--- src/rtl/pipo_rr_arbiter_if.sv ---
// ============================================================================
// Module      : pipo_rr_arbiter_if
// Description : Request/data/grant bundle between two writers and the shared
//               PIPO register arbiter.
// Revision    : 1.0 - initial release
// ============================================================================
`default_nettype none

interface pipo_rr_arbiter_if #(
    parameter int WIDTH = 4
);
    logic             req0;
    logic [WIDTH-1:0] data0;
    logic             req1;
    logic [WIDTH-1:0] data1;
    logic             gnt0;
    logic             gnt1;
    logic [WIDTH-1:0] dataout;
    logic             out_valid;

    modport master (
        output req0, data0, req1, data1,
        input  gnt0, gnt1, dataout, out_valid
    );

    modport slave (
        input  req0, data0, req1, data1,
        output gnt0, gnt1, dataout, out_valid
    );
endinterface

`default_nettype wire

--- src/rtl/pipo_rr_arbiter.sv ---
// ============================================================================
// Module      : pipo_rr_arbiter
// Description : Two-writer round-robin arbiter owning a WIDTH-bit PIPO register;
//               winner's word is loaded at its grant edge, held HOLD_CYCLES max.
// Revision    : 1.0 - initial release
// ============================================================================
`default_nettype none

module pipo_rr_arbiter #(
    parameter int WIDTH       = 4,
    parameter int HOLD_CYCLES = 4
) (
    input  wire logic          clock,
    input  wire logic          reset,
    pipo_rr_arbiter_if.slave   bus
);

    localparam int              CNT_W       = $clog2(HOLD_CYCLES) + 1;
    localparam logic [CNT_W-1:0] c_HOLD_LAST = CNT_W'(HOLD_CYCLES - 1);

    typedef enum logic [0:0] {
        S_IDLE = 1'b0,
        S_HOLD = 1'b1
    } state_t;

    state_t           r_state;
    logic [CNT_W-1:0] r_cnt;
    logic             r_last;     // 1: requester 1 owned last, so requester 0 wins the next tie
    logic             r_gnt0;
    logic             r_gnt1;
    logic             r_valid;
    logic [WIDTH-1:0] r_dout;

    logic w_owner_req;
    logic w_arb;
    logic w_win0;
    logic w_win1;

    assign w_owner_req = r_gnt0 ? bus.req0 : bus.req1;
    assign w_arb       = (r_state == S_IDLE) || (r_cnt == '0) || !w_owner_req;
    assign w_win0      = bus.req0 && (!bus.req1 || r_last);
    assign w_win1      = bus.req1 && (!bus.req0 || !r_last);

    always_ff @(posedge clock or posedge reset) begin
        if (reset) begin
            r_state <= S_IDLE;
            r_cnt   <= '0;
            r_last  <= 1'b1;
            r_gnt0  <= 1'b0;
            r_gnt1  <= 1'b0;
            r_valid <= 1'b0;
            r_dout  <= '0;
        end else if (w_arb) begin
            if (w_win0) begin
                r_state <= S_HOLD;
                r_cnt   <= c_HOLD_LAST;
                r_last  <= 1'b0;
                r_gnt0  <= 1'b1;
                r_gnt1  <= 1'b0;
                r_valid <= 1'b1;
                r_dout  <= bus.data0;
            end else if (w_win1) begin
                r_state <= S_HOLD;
                r_cnt   <= c_HOLD_LAST;
                r_last  <= 1'b1;
                r_gnt0  <= 1'b0;
                r_gnt1  <= 1'b1;
                r_valid <= 1'b1;
                r_dout  <= bus.data1;
            end else begin
                // Nobody asking: release ownership but keep the last word visible.
                r_state <= S_IDLE;
                r_cnt   <= '0;
                r_gnt0  <= 1'b0;
                r_gnt1  <= 1'b0;
                r_valid <= 1'b0;
            end
        end else begin
            r_cnt <= r_cnt - 1'b1;
        end
    end

    assign bus.gnt0      = r_gnt0;
    assign bus.gnt1      = r_gnt1;
    assign bus.out_valid = r_valid;
    assign bus.dataout   = r_dout;

endmodule

`default_nettype wire
--- src/flat_wrapper.sv ---
// flat-port wrapper written by rule: the top's interface ports become plain ports
module pipo_rr_arbiter_flat 
#(
    parameter int WIDTH       = 4,
    parameter int HOLD_CYCLES = 4
)
  (clock, reset, bus_req0, bus_data0, bus_req1, bus_data1, bus_gnt0, bus_gnt1, bus_dataout, bus_out_valid);
  pipo_rr_arbiter_if #(.WIDTH(WIDTH)) bus_i ();
  input  wire logic clock;
  input  wire logic reset;
  input wire logic [$bits(bus_i.req0)-1:0] bus_req0;
  input wire logic [$bits(bus_i.data0)-1:0] bus_data0;
  input wire logic [$bits(bus_i.req1)-1:0] bus_req1;
  input wire logic [$bits(bus_i.data1)-1:0] bus_data1;
  output wire logic [$bits(bus_i.gnt0)-1:0] bus_gnt0;
  output wire logic [$bits(bus_i.gnt1)-1:0] bus_gnt1;
  output wire logic [$bits(bus_i.dataout)-1:0] bus_dataout;
  output wire logic [$bits(bus_i.out_valid)-1:0] bus_out_valid;
  assign bus_i.req0 = bus_req0;
  assign bus_i.data0 = bus_data0;
  assign bus_i.req1 = bus_req1;
  assign bus_i.data1 = bus_data1;
  assign bus_gnt0 = bus_i.gnt0;
  assign bus_gnt1 = bus_i.gnt1;
  assign bus_dataout = bus_i.dataout;
  assign bus_out_valid = bus_i.out_valid;
  pipo_rr_arbiter #(.WIDTH(WIDTH), .HOLD_CYCLES(HOLD_CYCLES)) u_core (.clock(clock), .reset(reset), .bus(bus_i));
endmodule
--- config.mk ---
export PLATFORM = sky130hd
export DESIGN_NAME = pipo_rr_arbiter_flat
export DESIGN_NICKNAME = d
export VERILOG_FILES = /design/src/rtl/pipo_rr_arbiter_if.sv /design/src/rtl/pipo_rr_arbiter.sv /design/src/flat_wrapper.sv
export SDC_FILE = /design/constraint.sdc
export NUM_CORES = 1
export LEC_CHECK = 0
export BUFFER_PORTS_ARGS = -buffer_cell sky130_fd_sc_hd__buf_4
export CAP_MARGIN = 15
export CORE_AREA = 2 2 39 41
export CTS_CLUSTER_SIZE = 28
export DETAILED_ROUTE_END_ITERATION = 8
export DIE_AREA = 0 0 41 43
export GPL_TIMING_DRIVEN = 0
export PLACE_DENSITY = 0.66
export SYNTH_ARGS = -nofsm -noshare
export SYNTH_HDL_FRONTEND = slang
export SYNTH_SLANG_ARGS = --single-unit
--- constraint.sdc ---
create_clock -name clock -period 1.5 [get_ports clock]
set_clock_uncertainty 0.2 [all_clocks]
set_input_delay 0.225 -clock clock [delete_from_list [all_inputs] [get_ports clock]]
set_output_delay 0.225 -clock clock [all_outputs]
set_load 0.1 [all_outputs]
==> results.md <==
Drt:
- In the final routed layout, each cell accounts on average for about 11 um.
- The remaining routing DRC violations is 0.
- The mean number of vias per cell is 4.67.
- The first TritonRoute pass finished after 4 iterations.
- After detailed routing, the total wire length is just over 1 mm.
- The via count is between 400 and 500.
- The detailed router finished its first iteration with 11 violations.
- The antenna violation net count after detailed routing is 0.

Timing:
- The total count of max-transition violations in the final report was 0.
- The final number of hold-violating endpoints was 0.
- In this run the tightest slew margin relative to its limit is between 70 and 80%.
- For the finished layout, the period the worst path requires is 1.48 ns.
- The post-route clock period utilization is 98.3%.
- Setup slack on the critical path of the routed design comes to 0.0248 ns.
- Setup repair after global routing could not meet its margin everywhere.
- Derived from the worst setup path, the maximum achievable clock frequency is 678 MHz.
- The transition time at the pin with the least slew margin is around 0.41 ns.
- Setup violations remaining at the end of the flow were counted as 0.

Placed design:
- The total half-perimeter wirelength after legalization and detailed placement is between 700 and 800 um.
- At the end of routability-driven placement, the weighted congestion stood at 0.669.
- The post-place setup slack is -0.0316 ns.
- The number of port buffers is 18.
- Once placement completed, the tool counted placed cells totaling between 80 and 90.

Power and ir drop:
- In this run the power spent charging and discharging nets is between 0.001 and 0.0015 W.
- The worst voltage drop across the vdd grid is between 1 and 1.5 mV.
- The relative contribution of the clock network to total power is a little over a tenth.
- The power per cell area is ~2400 nW/um2.
- Of the total power, the share spent switching nets is a little over half.
- The design internal power is roughly 0.00083 W.
- Summed over all cells, the static leakage comes to ~0.37 nW.
- The share of total power dissipated in combinational logic is between 60% and 70%.
- The portion of total power attributed to sequential cells is between 20 and 30%.

Worst setup path:
- The critical path arrival is between 1 and 1.5 ns.
- In this run the register-to-register setup slack is roughly 0.025 ns.
- In this design, the stage delay of the slowest critical-path cell is 0.39 ns.
- The critical path is of the flop to flop type.
- In this run the worst path has a maximum fanout of 8.
- The required time at the worst-slack endpoint is about 1.5 ns.
- The worst setup path is launched from a flop.
- The worst setup path is captured at a flop.
- The critical path's slowest cell is sky130_fd_sc_hd__dfrtp_1.
- The signal on the critical path passes through inv_2 -> ha_4 -> nand2b_4 -> a31oi_4 -> nor2_1 -> a21oi_1.

Clock network:
- The clock passes through at most 2 buffers.
- After clock tree synthesis, the clock-pin slew on the worst setup and hold paths is approximately 0.06 ns.
- In this run, CTS created clock tree buffers numbering 3.
- The number of sinks on the clock net is 11.
- For the worst-skew pair, the clock arrives at the later sink with an insertion delay of 0.27 ns.
- The root buffer selected by CTS is sky130_fd_sc_hd__clkbuf_4.
- TritonCTS built the clock tree.
- The number of H-tree levels is 1.

Job:
- Across the run, the number of max-cap violations was 0.

Synthesis:
- Dividing the synthesized area by the synthesized cell count gives 10.8 um2.
- The cell count after synthesis came out at 49.
- After synthesis, the netlist uses 17 different library cells.
- The synthesized netlist net count is 63.
- The flip-flop and latch count after synthesis is 11.
- The yosys synthesis warning count is 0.
- The sequential cell area fraction in the yosys report is 52.1%.
- The post-synthesis instance area is around 530 um2.

GRT:
- The number of antenna violations at the first check in global routing is 0.
- The via count of the first global-routing pass is between 300 and 400.
- The maximum number of pins on one net before global-route repair is 12.
- Global routing used 14.2% of the available tracks across all layers.
- The total global routing overflow is 0.
- The first-pass GRT wire length is 1.57 mm.

Final layout:
- The final net count is a little under 90.
- The count of non-filler cells in the finished layout is 90.
- In the final layout, the share of cells above drive strength 1 is a little under half.
- Leaving out fill and tap cells, the most frequent cell in the layout is sky130_fd_sc_hd__buf_4.
- From synthesis to final layout, the design area changed by 47.2%.
- The antenna diode instance count is 0.
- Leaving out fill and tap cells, the most frequent cells in the layout are sky130_fd_sc_hd__buf_4 (19), sky130_fd_sc_hd__dfrtp_1 (8), sky130_fd_sc_hd__nor2_1 (7), sky130_fd_sc_hd__a21oi_1 (7).

Floorplan:
- The total area inside the core boundary comes to 1380 um2.
- From left edge to right edge, the die measures ~41 um.
- The top-level I/O count is 19.
- The die covers approximately 1800 um2.
- The row count is 14.
- The floorplan step set the die height to 43 um.
- The starting utilization of the core area is approximately two fifths.

Status:
- The run finished with clean final reports.

Min path:
- The classification of the worst-slack hold path is primary input to flop.
## power by group through the flow
stage / Combinational [W] / Sequential [W] / Clock (W)
6_report: 0.00112 / 0.000522 / 0.000195
5_1_grt: 0.00118 / 0.000537 / 0.000219
4_1_cts: 0.00107 / 0.000518 / 0.000204
3_5_place_dp: 0.00106 / 0.000519 / 0
3_3_place_gp: 0.00105 / 0.000513 / 0
2_1_floorplan: 0.000259 / 0.00110 / 0
## synth_stat cells
cell type,number,share of area [%]
sky130_fd_sc_hd__a31oi_4,1,4.0
sky130_fd_sc_hd__nand2b_1,2,2.4
sky130_fd_sc_hd__xnor2_1,1,1.7
sky130_fd_sc_hd__a21boi_1,1,1.4
sky130_fd_sc_hd__nand4_1,1,1.2
sky130_fd_sc_hd__a21oi_1,7,6.6
sky130_fd_sc_hd__a31oi_1,1,1.2
sky130_fd_sc_hd__dfstp_2,1,5.0
sky130_fd_sc_hd__mux2i_1,4,7.5
sky130_fd_sc_hd__dfrtp_1,10,47
sky130_fd_sc_hd__nand3_2,1,1.9
sky130_fd_sc_hd__ha_1,2,4.7
sky130_fd_sc_hd__nor2_1,8,5.7
sky130_fd_sc_hd__inv_1,6,4.2
sky130_fd_sc_hd__o21a_1,1,1.4
sky130_fd_sc_hd__o21ai_4,1,3.1
sky130_fd_sc_hd__o21ai_0,1,0.94
## registers in the layout, indices dropped and copies added, names as in the netlist
signal and count:
u_core.r_cnt 3, u_core.bus.gnt1 1, u_core.r_last 1, u_core.bus.gnt0 1, u_core.bus.dataout 4, u_core.r_state 1
## final timing paths
kind / startpoint / end / depth (start not counted)
worst min register to register: u_core.r_cnt[0]$_DFF_PP0_ / u_core.r_cnt[0]$_DFF_PP0_ / 1
worst max register to register: u_core.r_cnt[0]$_DFF_PP0_ / u_core.bus.dataout[2]$_DFFE_PP0P_ / 6
worst min-delay path: bus_req1 / u_core.r_last$_DFFE_PP1P_ / 3
min in group asynchronous: reset / u_core.r_cnt[0]$_DFF_PP0_ / 3
max in group asynchronous: reset / u_core.r_state$_DFFE_PP0P_ / 3
worst max-delay path: u_core.r_cnt[0]$_DFF_PP0_ / u_core.bus.dataout[2]$_DFFE_PP0P_ / 6
## through the flow
stage	total power, W	hold slack (ns)	area [um2]	utilization [%]	setup TNS [ns]
3_3_place_gp	0.00156	0.0496	697	50.4	0
5_1_grt	0.00193	0.0789	781	56.4	-0.123
3_5_place_dp	0.00158	0.0492	697	50.4	-0.0316
4_1_cts	0.00179	0.0377	751	54.2	0
2_1_floorplan	0.00135	-0.123	542	-	-0.159
6_report	0.00184	0.0472	781	56.4	0
## critical path: cells and delay by family (launching register included)
family                   cells  cell delay [ns]
buffers and inverters        1             0.08
adder cells (fa/ha/maj)      1             0.14
AO/OA/AOI/OAI                2             0.44
AND/OR/NAND/NOR              2             0.15
flip-flops                   1             0.39
## kinds of logic (layout without fill, tap and decap cells)
group	after synthesis	after routing	synth area share, %
AO/OA/AOI/OAI	13	13	18.6
XOR/XNOR	1	1	1.65
adder cells (fa/ha/maj)	2	2	4.72
buffers and inverters	6	31	4.24
flip-flops	11	11	52.1
multiplexers	4	4	7.55
AND/OR/NAND/NOR	12	12	11.1
## timing repair
item | in CTS | in global routing
setup endpoints to repair | 2 | 9
gates resized for setup | 2 | 5
hold buffers | 2 | 0
buffers inserted | 0 | 1
pin swaps | 1 | 4
cloned | 0 | 0
hold endpoints to repair | 11 | 0
## layout make-up
class	count	area [um2]
Fill cell	133	603
Sequential cell	11	284
Multi-Input combinational cell	32	265
Timing Repair Buffer	21	163
Clock buffer	4	26.3
Inverter	6	22.5
Tap cell	16	20.0
## per-layer routing
layer,routed length [um],vias to the layer above,track usage [%]
met5,0,-,0
met1,432,188,18.8
met4,46,0,14.0
li1,-,216,-
met2,490,11,17.8
met3,49,5,3.14
Note: power is estimated with default switching activity, not from simulation.
